`src/rtl/pes_vm_pkg.sv`:
```
// pes_vm_pkg -- shared definitions for the vending-machine controller.
//   state_t      : controller FSM states (IDLE, COLLECT, VEND, CHANGE)
//   COIN_*       : coin_val encodings; anything else is an invalid coin
//   *_DEF        : default PRICE / MAX_CREDIT / TIMEOUT values
//   coin_units() : coin encoding -> credit units (0 for invalid encodings)
//   sat_add()    : credit addition clamped to a ceiling
package pes_vm_pkg;

  localparam int CREDIT_W = 3;
  localparam int TIMER_W  = 4;

  typedef logic [CREDIT_W-1:0] credit_t;
  typedef logic [TIMER_W-1:0]  timer_t;

  localparam int PRICE_DEF      = 3;
  localparam int MAX_CREDIT_DEF = 7;
  localparam int TIMEOUT_DEF    = 15;

  localparam logic [1:0] COIN_ONE = 2'b01;
  localparam logic [1:0] COIN_TWO = 2'b10;

  typedef enum logic [1:0] {
    ST_IDLE    = 2'd0,
    ST_COLLECT = 2'd1,
    ST_VEND    = 2'd2,
    ST_CHANGE  = 2'd3
  } state_t;

  function automatic credit_t coin_units(input logic [1:0] code);
    case (code)
      COIN_ONE: coin_units = credit_t'(1);
      COIN_TWO: coin_units = credit_t'(2);
      default:  coin_units = '0;
    endcase
  endfunction

  function automatic credit_t sat_add(input credit_t a, input credit_t b,
                                      input credit_t ceiling);
    logic [CREDIT_W:0] sum;
    sum = {1'b0, a} + {1'b0, b};
    if (sum > {1'b0, ceiling}) sat_add = ceiling;
    else                       sat_add = sum[CREDIT_W-1:0];
  endfunction

endpackage

```
`src/rtl/pes_vm_timeout.sv`:
```
// pes_vm_timeout -- idle timer for the COLLECT state.
//   clock   : rising-edge clock
//   reset   : synchronous active-high reset, clears the count
//   clear   : synchronous clear (wins over enable)
//   enable  : count one idle cycle
//   expired : count has reached TIMEOUT; the count holds there until cleared
module pes_vm_timeout
  import pes_vm_pkg::*;
#(
  parameter int TIMEOUT = TIMEOUT_DEF
) (
  input  logic clock,
  input  logic reset,
  input  logic clear,
  input  logic enable,
  output logic expired
);

  localparam timer_t LIMIT = timer_t'(TIMEOUT);

  timer_t count_q;

  // NOTE: sequential state is written with non-blocking assignments only, so
  // every register samples the pre-edge values of the others.
  always_ff @(posedge clock) begin
    if (reset || clear)            count_q <= '0;
    else if (enable && !expired)   count_q <= count_q + timer_t'(1);
  end

  assign expired = (count_q == LIMIT);

endmodule

```
`src/rtl/pes_vm_ctrl.sv`:
```
// pes_vm_ctrl -- coin-operated vending controller.
//   clock, reset          : rising-edge clock, synchronous active-high reset
//   coin_valid/coin_val   : coin offer (01 = 1 unit, 10 = 2 units)
//   coin_ready            : a coin offered this cycle will be accepted
//   cancel                : refund request, honoured only while collecting
//   vend_valid/vend_ack   : dispense handshake
//   chg_valid/chg_ack     : one-unit change handshake
//   credit                : current credit
//   busy                  : controller is not IDLE
// All outputs decode registered state only.
module pes_vm_ctrl
  import pes_vm_pkg::*;
#(
  parameter int PRICE      = PRICE_DEF,
  parameter int MAX_CREDIT = MAX_CREDIT_DEF,
  parameter int TIMEOUT    = TIMEOUT_DEF
) (
  input  logic                clock,
  input  logic                reset,
  input  logic                coin_valid,
  input  logic [1:0]          coin_val,
  output logic                coin_ready,
  input  logic                cancel,
  output logic                vend_valid,
  input  logic                vend_ack,
  output logic                chg_valid,
  input  logic                chg_ack,
  output logic [CREDIT_W-1:0] credit,
  output logic                busy
);

  localparam credit_t PRICE_U   = credit_t'(PRICE);
  localparam credit_t MAX_U     = credit_t'(MAX_CREDIT);
  localparam credit_t ACCEPT_LIM = credit_t'(MAX_CREDIT - 2);

  state_t  state_q, state_d;
  credit_t credit_q, credit_d;
  credit_t remainder;
  logic    coin_ok, coin_acc;
  logic    timer_clear, timer_en, timer_expired;

  // ---------------------------------------------------------------------------
  // Input qualification
  // ---------------------------------------------------------------------------
  assign coin_ok   = coin_valid && (coin_val == COIN_ONE || coin_val == COIN_TWO);
  assign coin_acc  = coin_ok && coin_ready;
  // Only meaningful in VEND, where credit >= PRICE; guarded against underflow.
  assign remainder = (credit_q >= PRICE_U) ? credit_q - PRICE_U : '0;

  // The timer counts only while collecting; invalid coins do not restart it.
  assign timer_clear = (state_q != ST_COLLECT) || coin_acc;
  assign timer_en    = (state_q == ST_COLLECT);

  pes_vm_timeout #(
    .TIMEOUT (TIMEOUT)
  ) u_timeout (
    .clock   (clock),
    .reset   (reset),
    .clear   (timer_clear),
    .enable  (timer_en),
    .expired (timer_expired)
  );

  // ---------------------------------------------------------------------------
  // Next-state logic
  // ---------------------------------------------------------------------------
  // NOTE: every variable driven here gets a default first, so no path leaves
  // it unassigned and no latch is inferred.
  always_comb begin
    state_d = state_q;
    case (state_q)
      ST_IDLE: begin
        if (coin_acc) state_d = ST_COLLECT;
      end
      ST_COLLECT: begin
        // A coin arriving with cancel is still credited, then refunded in full.
        if (cancel)                            state_d = ST_CHANGE;
        else if (credit_q >= PRICE_U)          state_d = ST_VEND;
        else if (timer_expired && !coin_acc)   state_d = ST_CHANGE;
      end
      ST_VEND: begin
        if (vend_ack) state_d = (remainder != '0) ? ST_CHANGE : ST_IDLE;
      end
      ST_CHANGE: begin
        if (credit_q == '0)                                 state_d = ST_IDLE;
        else if (chg_ack && credit_q == credit_t'(1))       state_d = ST_IDLE;
      end
      default: state_d = ST_IDLE;
    endcase
  end

  // ---------------------------------------------------------------------------
  // Credit next value
  // ---------------------------------------------------------------------------
  always_comb begin
    credit_d = credit_q;
    case (state_q)
      ST_IDLE, ST_COLLECT: begin
        if (coin_acc) credit_d = sat_add(credit_q, coin_units(coin_val), MAX_U);
      end
      ST_VEND: begin
        if (vend_ack) credit_d = remainder;
      end
      ST_CHANGE: begin
        if (chg_ack && credit_q != '0) credit_d = credit_q - credit_t'(1);
      end
      default: credit_d = '0;
    endcase
  end

  // ---------------------------------------------------------------------------
  // State and credit registers
  // ---------------------------------------------------------------------------
  always_ff @(posedge clock) begin
    if (reset) begin
      state_q  <= ST_IDLE;
      credit_q <= '0;
    end else begin
      state_q  <= state_d;
      credit_q <= credit_d;
    end
  end

  // ---------------------------------------------------------------------------
  // Outputs: decodes of registered state and credit only
  // ---------------------------------------------------------------------------
  always_comb begin
    coin_ready = (state_q == ST_IDLE || state_q == ST_COLLECT) &&
                 (credit_q < PRICE_U) && (credit_q <= ACCEPT_LIM);
    vend_valid = (state_q == ST_VEND);
    chg_valid  = (state_q == ST_CHANGE) && (credit_q != '0);
    busy       = (state_q != ST_IDLE);
    credit     = credit_q;
  end

endmodule

```
`config.mk`:
```
export PLATFORM = sky130hd
export DESIGN_NAME = pes_vm_ctrl
export DESIGN_NICKNAME = d
export VERILOG_FILES = /design/src/rtl/pes_vm_pkg.sv /design/src/rtl/pes_vm_timeout.sv /design/src/rtl/pes_vm_ctrl.sv
export SDC_FILE = /design/constraint.sdc
export NUM_CORES = 1
export LEC_CHECK = 0
export BUFFER_PORTS_ARGS = -buffer_cell sky130_fd_sc_hd__buf_4
export CAP_MARGIN = 20
export CORE_MARGIN = 5
export CORE_UTILIZATION = 42
export DETAILED_ROUTE_END_ITERATION = 10
export PLACE_DENSITY = 0.72
export SKIP_CTS_REPAIR_TIMING = 1
export SLEW_MARGIN = 20
export SYNTH_ARGS = -nofsm -noshare
export SYNTH_HDL_FRONTEND = slang
export SYNTH_SLANG_ARGS = --single-unit
```
`constraint.sdc`:
```
create_clock -name clock -period 2.6 [get_ports clock]
set_input_delay 0.52 -clock clock [delete_from_list [all_inputs] [get_ports clock]]
set_output_delay 0.52 -clock clock [all_outputs]
set_load 0.02 [all_outputs]
```
==> impl_results.md <==
* Vias per cell at roughly 5.3
* Period minus WS final at ~2 ns
* Largest net degree at the start of global routing at 18
* Clock Path Buffers at 2
* Worst VDD drop at between 0.2 and 0.3 mV
* H-tree depth at 1
* GRT Util Overall at 0.144
* Die width at approximately 53 um
* Post-route cell area at approximately 950 um2
* Req. time, crit path at between 2 and 3 ns
* Total Wirelength at between 1.5 and 2 mm
* Vias at ~750
* Number of global-route vias before repair at approximately 740
* Tcrit/Tclk final at 0.771
* Hold/Removal Path Class: in -> reg
* Antenna Nets Post-Route at 0
* Final net count at 135
* RSZ-0062 raised after global routing: false
* Arrival time at the worst endpoint at between 2 and 2.5 ns
* Die H at 53.4 um
* Synth warn at 0
* Ys flop type: dfxtp_1
* Synth Instances at about 100
* Final Max Tran Viols at 0
* # diodes at 0
* Measured slew at the worst slew-check pin at 0.566 ns
* Die Footprint at between 0.002 and 0.003 mm2
* Row cnt at 15
* Layout area overhead at 20.5%
* Clk slew on worst S/H paths at about 0.070 ns
* Met3 WL post-DR at 92 um
* Kind of critical path: reg -> reg
* Status: completed
* Post-Syn Area at about 800 um2
* Routability cong. at 0.843
* HPWL after DPL at 1.39 mm
* Largest area contributor in the netlist: dfxtp_1
* Fin. Hold Viols at 0
* Met2 WL at just over 800 um
* M1 WL at slightly above 800 um
* Async SR Flop Fraction at 0
* Element type at the critical path start: flip-flop
* MaxCap Viol Count at 0
* Average wire per standard cell at 12.6 um
* Most common cell after layout, fill and taps aside: buf_4
* Post-synthesis net count at 117
* Setup TNS at 0 ns
* Number of synthesized flops with an enable pin at 0
* First-pass GRT wire length at between 2 and 3 mm
* Syn Area/Cell at between 8 and 9 um2
* Slew headroom at 0.622
* Pwr dens at ~450 mW/mm2
* Top layer in use: met4
* Layout cells sized above 1 at 0.217
* Post-layout util at 0.541
* Maximum achievable frequency at ~0.50 GHz
* Clock Skew at 0.00161 ns
* Yosys reg bits at 9
* Top-area cell type share of the netlist area at 0.227
* DP Cell Count at around 140
* DR DRC count at 0
* IO Count at 15
* TritonCTS clock tree: yes
* Pre-Repair DR Iteration Count at 4
* Worst skew pair latency at 0.26 ns
* Final setup vio count at 0
* Root Buffer: clkbuf_4
* Fin cells at 140
* Area after DPL at ~930 um2
* Synth area leaders: dfxtp_1 23%, ha_1 16%, a21oi_1 6.3%
* Worst setup EP type: flip-flop
* Most frequent cells in the layout: 17 x buf_4, 10 x a21oi_1, 10 x ha_1
* Initial antenna violation count at 0
* Iteration-0 DRC Markers at 20
* CTS Buf Count at 3
* Seq/Total Area, Yosys at 0.227
* Core region area at 0.00176 mm2
* Clk sinks at 9
* # port buffers at 14
* Initial core utilization at 0.449
* Gr ovfl total at 0
* Crit-path max FO at 4
* Leakage at roughly 0.44 nW
* Synth cell types at 35
==> path summary, 6_finish.rpt <==
path | slack (ns) | start | end | cells after the start
max | 0.60 | credit[0]$_SDFFE_PP0P_ | state_q[1]$_SDFFE_PP0P_ | 7
min | 0.47 | reset | state_q[1]$_SDFFE_PP0P_ | 2
max reg2reg | 0.60 | credit[0]$_SDFFE_PP0P_ | state_q[1]$_SDFFE_PP0P_ | 7
min reg2reg | 0.49 | u_timeout.count_q[1]$_SDFFE_PP0P_ | u_timeout.count_q[1]$_SDFFE_PP0P_ | 2
==> cell usage after synthesis, types with 3 or more instances <==
cell type / number
nor2b_1: 4
a21oi_1: 10
nor2_1: 9
o21ai_0: 3
mux2i_1: 3
nand2_1: 7
dfxtp_1: 9
ha_1: 10
or3_1: 3
nand3_1: 4
inv_1: 9
==> area by class of cell <==
class / count / area (um2)
clock buffers: 3 / 22.5
inverters: 9 / 33.8
clock inverters: 1 / 5.00
repair buffers: 17 / 128
flip-flops and latches: 9 / 180
well taps: 25 / 31.3
multi-input cells: 76 / 554
fillers: 179 / 810
==> worst max-delay path, cell delays in order, from the launching register on <==
cell and delay [ns]:
dfxtp_1 0.31, ha_1 0.20, ha_1 0.20, a211o_1 0.32, or3_1 0.31, o221a_2 0.26
a21oi_1 0.18, a311oi_2 0.06
==> cell families (layout without fill, tap and decap cells) <==
family / Yosys count / count (layout) / share of synthesized area
adder cells (fa/ha/maj): 11 / 11 / 0.183
buffers and inverters: 13 / 30 / 0.0727
AO/OA/AOI/OAI: 26 / 26 / 0.239
AND/OR/NAND/NOR: 34 / 34 / 0.218
flip-flops: 9 / 9 / 0.227
XOR/XNOR: 2 / 2 / 0.0221
multiplexers: 3 / 3 / 0.0379
==> routing by layer <==
layer,up-vias,GRT usage
met4,0,0.0723
met2,20,0.233
met1,340,0.166
met3,2,0.0479
li1,385,-
met5,-,0
==> metrics by stage <==
step	hold slack (ns)	worst slack, ns	power [W]
4_1_cts	0.458	0.589	0.000434
5_1_grt	0.453	0.496	0.000465
2_1_floorplan	0.454	0.528	0.000273
3_3_place_gp	0.467	0.500	0.000321
6_report	0.466	0.596	0.000431
3_5_place_dp	0.479	0.448	0.000324
==> power breakdown <==
part           switching [W]  internal (W)
logic              0.0000882     0.0000728
registers          0.0000148      0.000146
clock network      0.0000533     0.0000569
==> flip-flops by register name (all words and copies together) (netlist names) <==
register / cells
u_timeout.count_q: 4
credit: 3
state_q: 2
Power figures use the tool's default switching activity.
